[src/rtl/lion_gate_pkg.sv]
// Shared types and constants for the lion gate occupancy counter.
// Holds the passage FSM state encoding and the debounce lower bound.
package lion_gate_pkg;

  localparam int MIN_DEBOUNCE_CYCLES = 1;

  typedef enum logic [2:0] {
    IDLE,
    IN_A,
    IN_AB,
    IN_B,
    OUT_B,
    OUT_AB,
    OUT_A,
    ERR
  } gate_state_t;

endpackage

[src/rtl/gate_debounce.sv]
// Two-flop synchronizer followed by a debouncer for one raw light barrier.
// The debounced level flips only after DEBOUNCE_CYCLES consecutive differing samples.
module gate_debounce
  import lion_gate_pkg::*;
#(
  parameter int DEBOUNCE_CYCLES = 4
) (
  input  logic clk,
  input  logic reset,
  input  logic raw,
  output logic level
);

  // Values below the minimum are clamped so the counter never underflows its target
  localparam int EFF_CYCLES = (DEBOUNCE_CYCLES < MIN_DEBOUNCE_CYCLES) ?
                              MIN_DEBOUNCE_CYCLES : DEBOUNCE_CYCLES;
  localparam int CW = $clog2(EFF_CYCLES + 1);
  localparam logic [CW-1:0] LAST = CW'(EFF_CYCLES - 1);

  logic          sync1;
  logic          sync2;
  logic [CW-1:0] stable_cnt;

  always_ff @(posedge clk) begin
    if (reset) begin
      sync1      <= 1'b0;
      sync2      <= 1'b0;
      level      <= 1'b0;
      stable_cnt <= '0;
    end else begin
      sync1 <= raw;
      sync2 <= sync1;
      if (sync2 != level) begin
        if (stable_cnt == LAST) begin
          level      <= sync2;
          stable_cnt <= '0;
        end else begin
          stable_cnt <= stable_cnt + CW'(1);
        end
      end else begin
        stable_cnt <= '0;
      end
    end
  end

endmodule

[src/rtl/lion_gate_counter.sv]
// Occupancy counter for a two-barrier gate: debounces both sensors, tracks the
// passage direction with an FSM and counts completed entries and exits.
module lion_gate_counter
  import lion_gate_pkg::*;
#(
  parameter int CNT_W           = 4,
  parameter int CAPACITY        = 15,
  parameter int DEBOUNCE_CYCLES = 4
) (
  input  logic             clk,
  input  logic             reset,
  input  logic             gate_a,
  input  logic             gate_b,
  input  logic             clear,
  output logic [CNT_W-1:0] count,
  output logic             full,
  output logic             empty,
  output logic             enter_pulse,
  output logic             exit_pulse,
  output logic             overflow,
  output logic             underflow,
  output logic             seq_err
);

  localparam logic [CNT_W-1:0] CAP_VAL = CNT_W'(CAPACITY);

  logic        a_db;
  logic        b_db;
  logic [1:0]  ab;
  gate_state_t state;
  gate_state_t next_state;
  logic        enter_now;
  logic        exit_now;
  logic        err_now;

  gate_debounce #(.DEBOUNCE_CYCLES(DEBOUNCE_CYCLES)) u_deb_a (
    .clk(clk), .reset(reset), .raw(gate_a), .level(a_db)
  );

  gate_debounce #(.DEBOUNCE_CYCLES(DEBOUNCE_CYCLES)) u_deb_b (
    .clk(clk), .reset(reset), .raw(gate_b), .level(b_db)
  );

  assign ab = {a_db, b_db};

  // Legal moves go one step forward or back along a path; anything else is ERR
  always_comb begin
    next_state = state;
    enter_now  = 1'b0;
    exit_now   = 1'b0;
    err_now    = 1'b0;
    case (state)
      IDLE: case (ab)
        2'b10:   next_state = IN_A;
        2'b01:   next_state = OUT_B;
        2'b11:   begin next_state = ERR; err_now = 1'b1; end
        default: next_state = IDLE;
      endcase
      IN_A: case (ab)
        2'b11:   next_state = IN_AB;
        2'b00:   next_state = IDLE;
        2'b01:   begin next_state = ERR; err_now = 1'b1; end
        default: next_state = IN_A;
      endcase
      IN_AB: case (ab)
        2'b01:   next_state = IN_B;
        2'b10:   next_state = IN_A;
        2'b00:   begin next_state = ERR; err_now = 1'b1; end
        default: next_state = IN_AB;
      endcase
      IN_B: case (ab)
        2'b00:   begin next_state = IDLE; enter_now = 1'b1; end
        2'b11:   next_state = IN_AB;
        2'b10:   begin next_state = ERR; err_now = 1'b1; end
        default: next_state = IN_B;
      endcase
      OUT_B: case (ab)
        2'b11:   next_state = OUT_AB;
        2'b00:   next_state = IDLE;
        2'b10:   begin next_state = ERR; err_now = 1'b1; end
        default: next_state = OUT_B;
      endcase
      OUT_AB: case (ab)
        2'b10:   next_state = OUT_A;
        2'b01:   next_state = OUT_B;
        2'b00:   begin next_state = ERR; err_now = 1'b1; end
        default: next_state = OUT_AB;
      endcase
      OUT_A: case (ab)
        2'b00:   begin next_state = IDLE; exit_now = 1'b1; end
        2'b11:   next_state = OUT_AB;
        2'b01:   begin next_state = ERR; err_now = 1'b1; end
        default: next_state = OUT_A;
      endcase
      default: begin
        if (ab == 2'b00) next_state = IDLE;
        else             next_state = ERR;
      end
    endcase
  end

  always_ff @(posedge clk) begin
    if (reset) begin
      state       <= IDLE;
      enter_pulse <= 1'b0;
      exit_pulse  <= 1'b0;
      seq_err     <= 1'b0;
    end else begin
      state       <= next_state;
      enter_pulse <= enter_now;
      exit_pulse  <= exit_now;
      seq_err     <= err_now;
    end
  end

  // Clear wins over a coinciding passage; saturation sets the sticky flags
  always_ff @(posedge clk) begin
    if (reset || clear) begin
      count     <= '0;
      overflow  <= 1'b0;
      underflow <= 1'b0;
    end else if (enter_now) begin
      if (count == CAP_VAL) overflow <= 1'b1;
      else                  count    <= count + CNT_W'(1);
    end else if (exit_now) begin
      if (count == '0) underflow <= 1'b1;
      else             count     <= count - CNT_W'(1);
    end
  end

  assign full  = (count == CAP_VAL);
  assign empty = (count == '0);

endmodule

[config.mk]
export PLATFORM = sky130hd
export DESIGN_NAME = lion_gate_counter
export DESIGN_NICKNAME = d
export VERILOG_FILES = /design/src/rtl/lion_gate_pkg.sv /design/src/rtl/gate_debounce.sv /design/src/rtl/lion_gate_counter.sv
export SDC_FILE = /design/constraint.sdc
export NUM_CORES = 1
export LEC_CHECK = 0
export BUFFER_PORTS_ARGS = -buffer_cell sky130_fd_sc_hd__clkbuf_2
export CORE_MARGIN = 2
export CORE_UTILIZATION = 61
export DETAILED_ROUTE_END_ITERATION = 7
export PLACE_DENSITY = 0.82
export SLEW_MARGIN = 20
export SYNTH_ARGS = -nofsm -noshare
export SYNTH_HDL_FRONTEND = slang
export SYNTH_SLANG_ARGS = --single-unit
[constraint.sdc]
create_clock -name clk -period 4.8 [get_ports clk]
set_input_delay 0.48 -clock clk [delete_from_list [all_inputs] [get_ports clk]]
set_output_delay 0.48 -clock clk [all_outputs]
set_load 0.005 [all_outputs]
# Yosys cells after proc, flatten, opt, wreduce, memory -nomap -nowiden
# Index checks and enable logic that the tools add are counted.
# classes
mux,20
n_eq_ne,16
add_sub_neg,4
bitwise_logic,3
n_reduce_logical,15
# op_table
operator,count
3-bit one-hot mux with 3 select lines,6
3-bit one-hot mux with 7 select lines,1
4-bit two-way mux,4
3-bit by 2-bit == test with 1-bit output (second input constant),4
3-bit == test (second input constant),3
3-bit by 1-bit adder with 3-bit output (second input constant),2
1-bit two-way mux,6
2-bit one-hot mux with 3 select lines,1
2-bit AND reduction,3
3-bit AND reduction,2
2-bit OR reduction,3
3-bit OR reduction,2
4-bit by 1-bit adder with 4-bit output (second input constant),1
2-bit == test (second input constant),2
4-bit == test (second input constant),1
4-bit zero test,1
1-bit one-hot mux with 4 select lines,1
4-bit by 1-bit subtractor with 4-bit output (second input constant),1
3-bit by 1-bit == test with 1-bit output (second input constant),1
3-bit zero test,1
3-bit two-way mux,1
1-bit inverter,3
2-bit by 1-bit == test with 1-bit output (second input constant),1
2-bit zero test,1
5 further kinds,6
# word_totals
wordCells,73
regBits,24
input_bits,5
output_inout_bits,11

# Depth between registers and ports, before layout
# logic_depth
ltp_word,5
ltp_mapped,9
depth_no_buf,8

# By module
# A second synthesis with hierarchy kept.
# hier_totals
cells_unflattened,139
area_unflattened_um2,1340.0
# by_module_without_submodules
module,cells_each,area_per_inst_um2,n_inst
lion_gate_counter,105,917.1,1
gate_debounce,17,211.5,2

# Worst setup path after synthesis
# No wires, ideal clock.
# synth_timing
path_type,register -> register
startpoint,register u_deb_a.level
endpoint,register count[3]
setup_ps,131
path_slack_ps,2809
required_time_ps,4669
stages_incl_launch_ff,10
arrival_ps,1861
path_cell_list,dfxtp_1 -> inv_1 -> ha_1 -> buf_4 -> nand4b_4 -> ha_1 -> a21oi_1 -> and2_1 -> mux2i_1 -> o211ai_1
# synth_between
elab_chain_cells,5
word_cells_on_any_way,9
classes_between,2 x eq/ne; 4 x mux; 3 x reduce/logical
# synth_lines
item,line_no,text
start: declaration,gate_debounce.sv:11,output logic level
start signal: assignment,gate_debounce.sv:35,level <= sync2;
2-bit zero test *,"lion_gate_counter.sv:71, lion_gate_counter.sv:89",
1-bit two-way mux *,"lion_gate_counter.sv:71, lion_gate_counter.sv:89",
1-bit two-way mux,lion_gate_counter.sv:52,case (state)
"2-bit by 1-bit inequality test with 1-bit output (no source line), or another cell as far along",--,
3-bit AND reduction (no source line),--,
end signal: assignment,lion_gate_counter.sv:124,else count <= count + CNT_W'(1);
end signal: assignment,lion_gate_counter.sv:127,else count <= count - CNT_W'(1);
end: declaration,lion_gate_counter.sv:15,"output logic [CNT_W-1:0] count,"
# Mark *: on every way between the ends. The rest lies on a longest branch, timed or not.
# A chain may end at the register's enable or synchronous reset.

# Final worst setup path
# Ends and elaborated chain as after synthesis.

==> results_dict.tcl <==
set metrics [dict create \
    status "finished clean" \
    syn_avg_cell_area_um2 9.431 \
    dr_total_vias 1030 \
    whs_ns 0.3571 \
    path_clk_slew_ns 0.14 \
    maxCapViolCount 0 \
    h-tree-depth 1 \
    highest_layer "met4" \
    crit_type "flip-flop to flip-flop" \
    first_global_vias 925 \
    drive_gt1_frac 0.1592 \
    cts_resized 0 \
    start_util 0.6303 \
    endpoint_kind "flip-flop" \
    cts_setup_buffers 0 \
    cpMaxStageDelayCell "a2111oi_0" \
    ir_drop_v 0.0001897 \
    die_w_um 51.35 \
    placed_area_mm2 0.001438 \
    wl_met3_um 77 \
    nNetsFinal 177 \
    cp-start-kind "flip-flop" \
    cts_hold_buf 0 \
    crit_top_cell "ha_1" \
    fin_cells 185 \
    place.port_buffers 15 \
    antenna_found_initial 0 \
    stdcell_area_mm2 0.001490 \
    synth_cells 145 \
    hold_path.class "input pin to flip-flop" \
    grt_pass1_wl_um 3884 \
    first_pass_iters 4 \
    yosysSeqAreaShare 0.3513 \
    worst_slack_ns 2.473 \
    timing.final.crit_share 0.4848 \
    cts_buffers 3 \
    finClkSkew_ns 0.007304 \
    grt_overflow 0 \
    fp.dieArea_mm2 0.002637 \
    cts_sinks 24 \
    max_slew_margin 0.5691 \
    power.total_mw 0.3562 \
    async_flop_share 0 \
    finalCriticalPeriod_ns 2.327 \
    drt_iter0_drc 10 \
    crit_family "adder cells" \
    ys_types 40 \
    dp_cells 181 \
    critPathArrivalTime_ns 2.57 \
    ant_nets 0 \
    globalplace.congestion 0.9300 \
    max_freq_ghz 0.4297 \
    root_buffer "clkbuf_4" \
    drc_errors 0 \
    synth_edf_count 0 \
    crit_fanout 10 \
    utilization 0.6869 \
    cts_tree "yes" \
    wl_um 2256 \
    worstPathRequired_ns 5.05 \
    wl_per_cell_um 12.19 \
    grt_max_degree 19 \
    crit_buf_inv 1 \
    synth_seq_cells 24 \
    slew_viol_final 0 \
    num_antenna_cells 0 \
    met2_length_um 1096 \
    vias_per_cell 5.568 \
    syn_area_mm2 0.001368 \
    slowest_delay_ns 0.42 \
    hold_viol 0 \
    synth_fp_nets 164 \
    setup_viol 0 \
    gr-usage-all-layers 0.1985 \
    tightestPinTransition_ns 0.6454 \
    power_density_mw_per_mm2 239.0 \
    p_leak_nw 0.6170 \
    setup_tns_ns 0 \
    synth_flop_cell "dfxtp_1" \
    area_growth_pct 8.966 \
    rows 17 \
    clk_latency_ns 0.32 \
    clock_path_buffers 2 \
    path_cells "inv_1 > ha_1 > nand4b_4 > ha_1 > nand3_1 > a2111oi_0 > a31oi_1 > o211ai_1" \
    dp_hpwl_um 1680 \
    coreArea_mm2 0.002170 \
    num_io_pins 16 \
    wl_met1_um 1039 \
    synth_warnings 0 \
    pre_cts_ws_ns 2.502 \
    rsz0062_at_grt "no" \
    die_h_um 51.35 \
]
==> metal layers <==
| layer | up-vias | track usage |
|---|---|---|
| li1 | 526 | - |
| met5 | - | 0 |
| met2 | 25 | 0.3442 |
| met1 | 475 | 0.2339 |
| met3 | 4 | 0.03509 |
| met4 | 0 | 0.1009 |
==> layout by cell type (no fill, tap or decap), types with 2 or more instances in the layout <==
master / count
dfxtp_1: 24
nor2_1: 22
clkbuf_2: 15
ha_1: 13
inv_1: 9
a21oi_1: 7
o21ai_0: 6
nor2b_1: 6
mux2i_1: 5
nand2b_1: 5
xnor2_1: 4
nand2_1: 4
clkbuf_4: 3
nand4b_4: 2
or3_1: 2
nand3b_1: 2
o22ai_1: 2
a221oi_1: 2
nand3_1: 2
a31oi_1: 2
==> worst paths after layout <==
check | from | end | slack, ns | cells after the start
min | gate_a | u_deb_a.sync1$_SDFF_PP0_ | 0.36 | 2
max reg2reg | u_deb_a.level$_SDFFE_PP0P_ | count[3]$_SDFFE_PP0P_ | 2.47 | 8
min reg2reg | u_deb_a.stable_cnt[0]$_SDFF_PP0_ | u_deb_a.stable_cnt[0]$_SDFF_PP0_ | 0.43 | 1
max | u_deb_a.level$_SDFFE_PP0P_ | count[3]$_SDFFE_PP0P_ | 2.47 | 8
==> cells by family (layout without fill, tap and decap cells) <==
| group | after synthesis | in the layout | share of synthesized area |
|---|---|---|---|
| compound gates | 27 | 27 | 0.1345 |
| xor+xnor | 4 | 4 | 0.02561 |
| fa+ha+maj | 14 | 14 | 0.1336 |
| buf+inv | 16 | 28 | 0.05398 |
| flops | 24 | 24 | 0.3513 |
| mux | 7 | 7 | 0.06405 |
| simple gates | 53 | 53 | 0.2370 |
==> registers in the layout (all words and copies together) (netlist names) <==
register and flops:
enter_pulse 1, u_deb_b.level 1, overflow 1, exit_pulse 1, state 3, count 4, u_deb_a.level 1, u_deb_a.sync1 1
u_deb_a.sync2 1, u_deb_b.stable_cnt 3, u_deb_b.sync1 1, seq_err 1, u_deb_b.sync2 1, u_deb_a.stable_cnt 3, underflow 1
==> synth_stat cells (all sizes together), types with 2 or more instances <==
cell type / instances / area [um^2]
inv: 9 / 33.78
or3b: 2 / 17.52
nand2b: 5 / 31.28
nor2: 22 / 82.58
o21ai: 6 / 30.03
or3: 2 / 12.51
dfxtp: 24 / 480.5
a221oi: 2 / 17.52
a21oi: 7 / 35.03
buf: 5 / 32.53
nand2: 4 / 15.01
nand4b: 2 / 47.55
clkbuf: 2 / 7.510
nor2b: 6 / 37.54
mux2i: 5 / 50.05
ha: 13 / 162.7
xnor2: 4 / 35.03
a31oi: 2 / 12.51
o22ai: 3 / 32.53
nand3b: 2 / 15.01
nand3: 2 / 10.01
==> report_power, final <==
group / internal (mW) / switching [mW]
clock network: 0.0844 / 0.0619
registers: 0.201 / 0.000863
logic: 0.00336 / 0.00431
total: 0.289 / 0.0671
==> cell type report <==
type                            instances  area (um^2)
Inverter                                9        33.78
Clock buffer                            3        22.52
Clock inverter                          1        30.03
Multi-Input combinational cell        105        813.3
Timing Repair Buffer                   15        75.07
Fill cell                             185        679.4
Sequential cell                        24        480.5
Tap cell                               28        35.03
No activity file was read; power rests on OpenSTA's default activity.
